$ cat src/rtl/cpu_types_pkg.sv
// Shared CPU type definitions.
// Provides the ALU opcode encoding (aluop_t) and the types and constants used by the
// multi-cycle multiply/divide sequencer (muldiv_op_t, muldiv_state_t, MULDIV_ITER).
// Optional feature macro: MULDIV_SIGNED_EN adds the signed-divide fixup states.
package cpu_types_pkg;

    typedef enum logic [3:0] {
        ALU_ADD  = 4'd0,
        ALU_SUB  = 4'd1,
        ALU_AND  = 4'd2,
        ALU_OR   = 4'd3,
        ALU_XOR  = 4'd4,
        ALU_SLL  = 4'd5,
        ALU_SRL  = 4'd6,
        ALU_SRA  = 4'd7,
        ALU_SLT  = 4'd8,
        ALU_SLTU = 4'd9
    } aluop_t;

    typedef enum logic [1:0] {
        OP_MULU = 2'b00,
        OP_DIVU = 2'b01,
        OP_MUL  = 2'b10,
        OP_DIV  = 2'b11
    } muldiv_op_t;

    localparam int unsigned MULDIV_ITER  = 32;
    localparam int unsigned MULDIV_CNT_W = 5;

    typedef enum logic [3:0] {
        StIdle,
        StMulIt,
        StDivCmp,
        StDivUpd,
`ifdef MULDIV_SIGNED_EN
        StNegA,
        StNegB,
        StFixQ,
        StFixR,
`endif
        StDone
    } muldiv_state_t;

endpackage

$ cat src/rtl/muldiv_iter_cnt.sv
// Iteration down-counter for the multiply/divide sequencer.
// Ports:
//   clk, rst : clock and synchronous active-high reset
//   load     : preload the counter with ITER-1
//   dec      : decrement by one (saturates at zero)
//   zero     : high when the current iteration is the last one
module muldiv_iter_cnt
    import cpu_types_pkg::*;
#(
    parameter int unsigned ITER = MULDIV_ITER
) (
    input  logic clk,
    input  logic rst,
    input  logic load,
    input  logic dec,
    output logic zero
);

    logic [MULDIV_CNT_W-1:0] count;

    always_ff @(posedge clk) begin
        if (rst) begin
            count <= '0;
        end else if (load) begin
            count <= MULDIV_CNT_W'(ITER - 1);
        end else if (dec && (count != '0)) begin
            count <= count - MULDIV_CNT_W'(1);
        end
    end

    assign zero = (count == '0);

endmodule

$ cat src/rtl/muldiv_seq.sv
// Multi-cycle integer multiply/divide sequencer.
// Borrows the shared single-cycle ALU (ADD/SUB/SLTU only) while busy is high.
// Multiply is shift-and-add over 32 cycles; divide is restoring division over 32
// compare/update pairs. Divide by zero finishes in one cycle.
// Ports:
//   CLK, RST              : clock, synchronous active-high reset (aborts any operation)
//   req_valid/req_ready   : request handshake; req_op 00 MULU, 01 DIVU, 10 MUL, 11 DIV
//   req_a, req_b          : multiplicand/dividend, multiplier/divisor
//   resp_valid/resp_ready : response handshake; result_lo = product/quotient,
//                           result_hi = 0/remainder
//   busy                  : high outside IDLE; pipeline routes the ALU to this block
//   alu_op, alu_a, alu_b  : ALU request; alu_out is the ALU result (same cycle)
// Optional feature macro: MULDIV_SIGNED_EN -- when defined, DIV is a signed divide
// (operand negation before, result fixup after); otherwise DIV behaves as DIVU.
module muldiv_seq
    import cpu_types_pkg::*;
#(
    parameter int unsigned XLEN = 32,  // only 32 supported
    parameter int unsigned ITER = 32   // must equal XLEN
) (
    input  logic            CLK,
    input  logic            RST,
    input  logic            req_valid,
    output logic            req_ready,
    input  logic [1:0]      req_op,
    input  logic [XLEN-1:0] req_a,
    input  logic [XLEN-1:0] req_b,
    output logic            resp_valid,
    input  logic            resp_ready,
    output logic [XLEN-1:0] result_lo,
    output logic [XLEN-1:0] result_hi,
    output logic            busy,
    output logic [3:0]      alu_op,
    output logic [XLEN-1:0] alu_a,
    output logic [XLEN-1:0] alu_b,
    input  logic [XLEN-1:0] alu_out
);

    muldiv_state_t   state;
    // opa: multiplicand, then dividend/quotient shift register
    // opb: multiplier, then divisor
    // acc: product accumulator, then partial remainder
    logic [XLEN-1:0] opa;
    logic [XLEN-1:0] opb;
    logic [XLEN-1:0] acc;
    logic            ge;
`ifdef MULDIV_SIGNED_EN
    logic            sign_a;
    logic            sign_b;
    logic            signed_div;
`endif

    logic            is_mul;
    logic            cnt_load;
    logic            cnt_dec;
    logic            cnt_zero;
    logic [XLEN-1:0] rem_sh;
    logic [XLEN-1:0] rem_next;
    logic [XLEN-1:0] quo_next;

    assign is_mul    = (req_op == OP_MULU) || (req_op == OP_MUL);
    assign req_ready = (state == StIdle);
    assign busy      = (state != StIdle);
    assign cnt_load  = (state == StIdle) && req_valid;
    assign cnt_dec   = (state == StMulIt) || (state == StDivUpd);

    muldiv_iter_cnt #(
        .ITER (ITER)
    ) u_iter_cnt (
        .clk  (CLK),
        .rst  (RST),
        .load (cnt_load),
        .dec  (cnt_dec),
        .zero (cnt_zero)
    );

    // Remainder shifted left with the next dividend bit; its dropped MSB (acc[XLEN-1])
    // means rem_sh >= divisor regardless of the 32-bit compare.
    assign rem_sh   = {acc[XLEN-2:0], opa[XLEN-1]};
    assign rem_next = ge ? alu_out : rem_sh;
    assign quo_next = {opa[XLEN-2:0], ge};

    // ALU drive decoded from registered state; idle/done keep ADD 0+0.
    always_comb begin
        alu_op = ALU_ADD;
        alu_a  = '0;
        alu_b  = '0;
        case (state)
            StMulIt: begin
                alu_a = acc;
                alu_b = opb[0] ? opa : '0;
            end
            StDivCmp: begin
                alu_op = ALU_SLTU;
                alu_a  = rem_sh;
                alu_b  = opb;
            end
            StDivUpd: begin
                alu_op = ALU_SUB;
                alu_a  = rem_sh;
                alu_b  = opb;
            end
`ifdef MULDIV_SIGNED_EN
            StNegA: begin
                alu_op = ALU_SUB;
                alu_b  = opa;
            end
            StNegB: begin
                alu_op = ALU_SUB;
                alu_b  = opb;
            end
            StFixQ: begin
                alu_op = ALU_SUB;
                alu_b  = opa;
            end
            StFixR: begin
                alu_op = ALU_SUB;
                alu_b  = acc;
            end
`endif
            default: ;
        endcase
    end

    always_ff @(posedge CLK) begin
        if (RST) begin
            state      <= StIdle;
            resp_valid <= 1'b0;
            result_lo  <= '0;
            result_hi  <= '0;
            opa        <= '0;
            opb        <= '0;
            acc        <= '0;
            ge         <= 1'b0;
`ifdef MULDIV_SIGNED_EN
            sign_a     <= 1'b0;
            sign_b     <= 1'b0;
            signed_div <= 1'b0;
`endif
        end else begin
            case (state)
                StIdle: begin
                    if (req_valid) begin
                        opa <= req_a;
                        opb <= req_b;
                        acc <= '0;
`ifdef MULDIV_SIGNED_EN
                        sign_a     <= req_a[XLEN-1];
                        sign_b     <= req_b[XLEN-1];
                        signed_div <= (req_op == OP_DIV);
`endif
                        if (is_mul) begin
                            state <= StMulIt;
                        end else if (req_b == '0) begin
                            result_lo  <= '1;
                            result_hi  <= req_a;
                            resp_valid <= 1'b1;
                            state      <= StDone;
                        end else begin
`ifdef MULDIV_SIGNED_EN
                            state <= (req_op == OP_DIV) ? StNegA : StDivCmp;
`else
                            state <= StDivCmp;
`endif
                        end
                    end
                end
                StMulIt: begin
                    acc <= alu_out;
                    opa <= opa << 1;
                    opb <= opb >> 1;
                    if (cnt_zero) begin
                        result_lo  <= alu_out;
                        result_hi  <= '0;
                        resp_valid <= 1'b1;
                        state      <= StDone;
                    end
                end
                StDivCmp: begin
                    // alu_out[0] = (rem_sh < divisor)
                    ge    <= acc[XLEN-1] | ~alu_out[0];
                    state <= StDivUpd;
                end
                StDivUpd: begin
                    acc <= rem_next;
                    opa <= quo_next;
                    if (!cnt_zero) begin
                        state <= StDivCmp;
`ifdef MULDIV_SIGNED_EN
                    end else if (signed_div) begin
                        state <= StFixQ;
`endif
                    end else begin
                        result_lo  <= quo_next;
                        result_hi  <= rem_next;
                        resp_valid <= 1'b1;
                        state      <= StDone;
                    end
                end
`ifdef MULDIV_SIGNED_EN
                // Negation always runs so the latency is data independent.
                StNegA: begin
                    if (sign_a) opa <= alu_out;
                    state <= StNegB;
                end
                StNegB: begin
                    if (sign_b) opb <= alu_out;
                    state <= StDivCmp;
                end
                StFixQ: begin
                    if (sign_a ^ sign_b) opa <= alu_out;
                    state <= StFixR;
                end
                StFixR: begin
                    // Remainder takes the sign of the dividend.
                    result_lo  <= opa;
                    result_hi  <= sign_a ? alu_out : acc;
                    resp_valid <= 1'b1;
                    state      <= StDone;
                end
`endif
                StDone: begin
                    if (resp_ready) begin
                        resp_valid <= 1'b0;
                        state      <= StIdle;
                    end
                end
                default: state <= StIdle;
            endcase
        end
    end

endmodule

$ cat config.mk
export PLATFORM = sky130hd
export DESIGN_NAME = muldiv_seq
export DESIGN_NICKNAME = d
export VERILOG_FILES = /design/src/rtl/cpu_types_pkg.sv /design/src/rtl/muldiv_iter_cnt.sv /design/src/rtl/muldiv_seq.sv
export SDC_FILE = /design/constraint.sdc
export NUM_CORES = 1
export LEC_CHECK = 0
export ABC_AREA = 1
export CAP_MARGIN = 30
export CORE_ASPECT_RATIO = 1.25
export CORE_MARGIN = 2
export CORE_UTILIZATION = 39
export CTS_CLUSTER_SIZE = 40
export DETAILED_ROUTE_END_ITERATION = 8
export GPL_TIMING_DRIVEN = 0
export PLACE_DENSITY_LB_ADDON = 0.1
export SYNTH_ARGS = -nofsm -noshare
export SYNTH_HDL_FRONTEND = slang
export SYNTH_SLANG_ARGS = --single-unit
$ cat constraint.sdc
create_clock -name CLK -period 4.3 [get_ports CLK]
set_clock_uncertainty 0.05 [all_clocks]
set_input_delay 0.86 -clock CLK [delete_from_list [all_inputs] [get_ports CLK]]
set_output_delay 0.86 -clock CLK [all_outputs]
set_load 0.02 [all_outputs]
# After elaboration in Yosys (flattened, before gate mapping)
# Index checks and enable logic that the tools add are counted.
op_classes:
  n_addsub: 1
  mul: 0
  n_div: 0
  n_lt_le_gt_ge: 0
  eq_ne: 12
  shift: 0
  n_mux: 38
  bitwise: 2
  reduce_logical: 21
op_table:
  columns: ["operator", "n"]
  rows:
  - ["32-bit two-way mux", 15]
  - ["32-bit one-hot mux with 3 select lines", 4]
  - ["32-bit one-hot mux with 2 select lines", 3]
  - ["32-bit logical NOT", 1]
  - ["4-bit one-hot mux with 5 select lines", 1]
  - ["4-bit two-way mux", 3]
  - ["6-bit AND reduction", 2]
  - ["5-bit two-way mux", 2]
  - ["2-bit != test, second input constant", 5]
  - ["3-bit two-way mux", 3]
  - ["4-bit by 2-bit equality test with 1-bit output, second input constant", 2]
  - ["4-bit one-hot mux with 2 select lines", 1]
  - ["3-bit nonzero test", 2]
  - ["5-bit logical NOT", 1]
  - ["1-bit two-way mux", 5]
  - ["5-bit nonzero test", 1]
  - ["5-bit by 1-bit subtractor with 5-bit output, second input constant", 1]
  - ["4-bit by 1-bit equality test with 1-bit output, second input constant", 1]
  - ["4-bit by 3-bit equality test with 1-bit output, second input constant", 1]
  - ["4-bit logical NOT", 1]
  - ["2-bit by 1-bit != test with 1-bit output, second input constant", 2]
  - ["2-bit AND reduction", 2]
  - ["2-bit nonzero test", 2]
  - ["4-bit nonzero test", 1]
  - ["other kinds (9)", 12]
totals:
  regBits: 171
  latchBits: 0
  ram_bits: 0
  mem_bits_ro: 0
  inputBits: 102
  out_inout_bits: 135
  word_cells: 83
  memories: 0

# Depth between registers and ports, before layout
logic_depth:
  ltp_word: 5
  ltp_mapped: 12
  mapped_depth_nobuf: 10

# Modules after synthesis
# Synthesis repeated with hierarchy kept, for this count alone.
unflattened:
  cells_unflattened: 1463
  hier_area_um2: 9145.0
by_module_without_submodules:
  columns: ["mod", "n_inst", "cells_each", "area_per_inst_um2", "seq_area_each_um2"]
  rows:
  - ["muldiv_seq", 1, 1418, 8853.5, 3303.2]
  - ["muldiv_iter_cnt", 1, 45, 291.5, 100.1]

# Least setup slack after synthesis
# OpenSTA, ideal clock, no wires.
synth_timing:
  path_type: "register to output"
  start: "reg state[1]"
  end: "out alu_a[11]"
  arrival_time_ns: 1.616
  required_time_ns: 3.390
  setup_slack_ns: 1.774
  path_stages_with_launch: 7
  n_path_buf: 2
  path_cell_list: "dfxtp_1 -> inv_2 -> nor2_1 -> inv_1 -> clkbuf_1 -> buf_1 -> o22ai_1"
synth_between:
  elab_chain_len: 3
  word_cells_on_any_way: 5
  classes_between: "eq/ne: 3; mux: 1; reduce/logical: 1"
synth_rtl:
  columns: ["item", "line", "rtl"]
  rows:
  - ["from (decl)", "muldiv_seq.sv:39", "muldiv_state_t state;"]
  - ["from (signal assigned)", "muldiv_seq.sv:127", "state <= StIdle;"]
  - ["from (signal assigned)", "muldiv_seq.sv:153", "state <= StMulIt;"]
  - ["from (signal assigned)", "muldiv_seq.sv:158", "state <= StDone;"]
  - ["4-bit by 2-bit equality test with 1-bit output", "muldiv_seq.sv:88", "case (state)"]
  - ["2-bit OR reduction (no source line)", null, null]
  - ["32-bit one-hot mux with 2 select lines (*)", "muldiv_seq.sv:88", null]
  - ["to (decl)", "muldiv_seq.sv:34", "output logic [XLEN-1:0] alu_a,"]
# Every way passes the cells marked *; elsewhere a longest branch is shown, timed or not.

# Final worst setup path
layout_timing:
  start: "reg state[0]"
  end: "out alu_a[0]"
# Same word-level chain as after synthesis.

==> results_dict.tcl <==
set metrics [dict create \
    fmax_ghz 0.248 \
    synth_area_leaders "dfxtp_1, nor2_1, a211oi_1, inv_1, nand2_1" \
    rrSetupSlack_ns 1.81 \
    drive_gt1_share_pct 5.52 \
    hold_viol_final 0 \
    async_reset_ff_share_pct 0 \
    setup.worst_path.class "register to output pin" \
    startpoint "state[0]" \
    grt_pass1_wl_mm 56.3 \
    die_h_microns 176 \
    area_delta_synth_final_pct 35.2 \
    slew_headroom_pct 47.8 \
    worst_slew_pin_slew_ns 0.783 \
    n_antenna_cell 0 \
    synth_cells 1422 \
    hpwlAfterDp_mm 29.1 \
    crit_path_end_kind "output pin" \
    cts_buffers 17 \
    status "finished, final reports clean" \
    cts_tree "yes" \
    drtPass1Iterations 5 \
    r2r_start "state[0]" \
    fin_tns_setup_ns 0 \
    ctsResizeCount 0 \
    critPathArrivalTime_ns 3.12 \
    p_leak_nw 4.94 \
    insertion_delay_ns 0.44 \
    n_fill_cell 2415 \
    avgViaCountPerCell 5.29 \
    power_density_mw_per_mm2 778 \
    synthTopCellsByCount "nor2_1, inv_1, nand2_1, dfxtp_1, a211oi_1" \
    fin_crit_ns 4.03 \
    grt_usage_pct 29.4 \
    gp_congestion 0.980 \
    core_area_sq_mm 0.0230 \
    synth_ff_type "dfxtp_1" \
    ir_drop_uv 433 \
    cts.sinks 170 \
    yosysWarnings 0 \
    min_to "opb[31]" \
    syn_area_sq_mm 0.00920 \
    synth_most_common_cell "nor2_1" \
    fp.dieW_microns 141 \
    wire_per_inst_microns 18.4 \
    critical_path_required_ns 3.39 \
    reg2reg_to "result_lo[26]" \
    grt-ovfl-total 0 \
    vias 10439 \
    post_cts_buffers 0 \
    clk_pin_slew_ns 0.07 \
    yosysTopAreaCell "dfxtp_1" \
    synth_edf_count 0 \
    ios 237 \
    drc 0 \
    grt_pass1_vias 10087 \
    min_from "opb[31]" \
    min_path_cells 2 \
    syn_avg_cell_area_sq_um 6.47 \
    max-cap-violations 0 \
    cp_max_fo 10 \
    clock_path_buffers 2 \
    cts_hold_buf 0 \
    synth_cell_types 28 \
    cts_max_level 4 \
    initial_core_util_pct 39.9 \
    finalCritPeriodShare_pct 93.8 \
    row_count 62 \
    totalPowerFinal_w 0.00967 \
    critPathLaunchType "register" \
    grt_max_degree 17 \
    synth_top_area_share_pct 37.0 \
    wirelength_mm 36.4 \
    drtAntennaViolNets 0 \
    grt_antenna_before_repair 0 \
    ys_seq_area_share_pct 37.0 \
    drtIter0Drc 713 \
    ys_ff_latch 170 \
    rr_worst_depth 9 \
    setup_viol 0 \
    place.port_buffers 232 \
    hp-class "register to register" \
    rsz0062_at_grt "false" \
    maxSlewViolCount 0 \
    fin_nets 1778 \
    die-area_sq_mm 0.0248 \
    cts-root-buf "clkbuf_16" \
]
-- worst max-delay path by stage --
stage / slack, ns / to
6_report: 0.27 / alu_a[0]
4_1_cts: 0.29 / alu_a[18]
2_1_floorplan: 1.77 / alu_a[11]
3_5_place_dp: 0.77 / alu_a[18]
5_1_grt: 0.17 / alu_a[0]
3_3_place_gp: 0.76 / alu_a[18]
-- per-stage QoR --
| step | hold slack (ns) | cell area [sq um] | setup slack (ns) | std cells | utilization, % |
|---|---|---|---|---|---|
| floorplan | 0.390 | 9200 | 1.77 | 1423 | - |
| global placement | 0.401 | 11900 | 0.765 | 1943 | 51.6 |
| detailed placement | 0.403 | 11900 | 0.767 | 1943 | 51.6 |
| CTS | 0.413 | 12400 | 0.285 | 1974 | 54.0 |
| global route | 0.423 | 12400 | 0.172 | 1974 | 54.0 |
| finish | 0.414 | 12400 | 0.267 | 1974 | 54.0 |
-- per-layer routing --
layer  track usage (%)  wire (microns)  vias to the layer above
met5                 0               0                        -
met4              10.9            1150                        0
met3              4.50            2510                       68
met2              48.1           16900                      407
met1              39.1           15800                     4821
li1                  -               -                     5143
-- kinds of logic (layout without fill, tap and decap cells) --
family | after synthesis | after routing | synth area share, %
simple gates | 554 | 554 | 24.0
compound gates | 368 | 368 | 24.4
buf+inv | 325 | 588 | 14.1
flops | 170 | 170 | 37.0
fa+ha+maj | 2 | 2 | 0.272
xor+xnor | 2 | 2 | 0.191
other cells | 1 | 2 | 0.0408
-- flip-flops by register name, summed over array words and instances, names as in the netlist --
| signal | count |
|---|---|
| acc | 32 |
| opa | 32 |
| opb | 32 |
| result_hi | 32 |
| result_lo | 32 |
| u_iter_cnt.count | 5 |
| state | 3 |
| ge | 1 |
| resp_valid | 1 |
-- worst max-delay path, cell delays in order, from the launching register on --
cell	delay, ns
dfxtp_1	0.50
inv_2	0.08
nor2_4	0.20
nand2_2	0.19
clkbuf_1	0.31
clkbuf_1	0.40
o22ai_1	0.34
clkdlybuf4s50_1	0.67
-- cell type report --
class / instances / area (sq um) / share of cell area (%)
multi-input combinational: 928 / 4500 / 36.2
tap: 288 / 360 / 2.90
timing repair buffer: 232 / 2320 / 18.7
clock buffer: 19 / 443 / 3.56
sequential: 170 / 3400 / 27.4
buffer: 111 / 492 / 3.96
inverter: 214 / 803 / 6.46
clock inverter: 12 / 106 / 0.856
-- report_power, final --
part / total, W / switching (W) / internal, W
registers: 0.00256 / 0.000370 / 0.00219
clock network: 0.00149 / 0.000716 / 0.000771
logic: 0.00563 / 0.00371 / 0.00192
-- cell usage in the layout (no fill, tap or decap), drive strengths merged --
cell,count
clkinv,14
buf,59
nand3,70
nor3,3
nand4,3
a31oi,2
clkbuf,71
nor2,284
o21ai,71
clkdlybuf4s50,232
inv,211
clkinvlp,1
nand2,194
a211oi,127
ha,2
dfxtp,170
o211ai,1
o22ai,63
conb,2
a21oi,104
xor2,2
No activity file was read; power rests on OpenSTA's default activity.
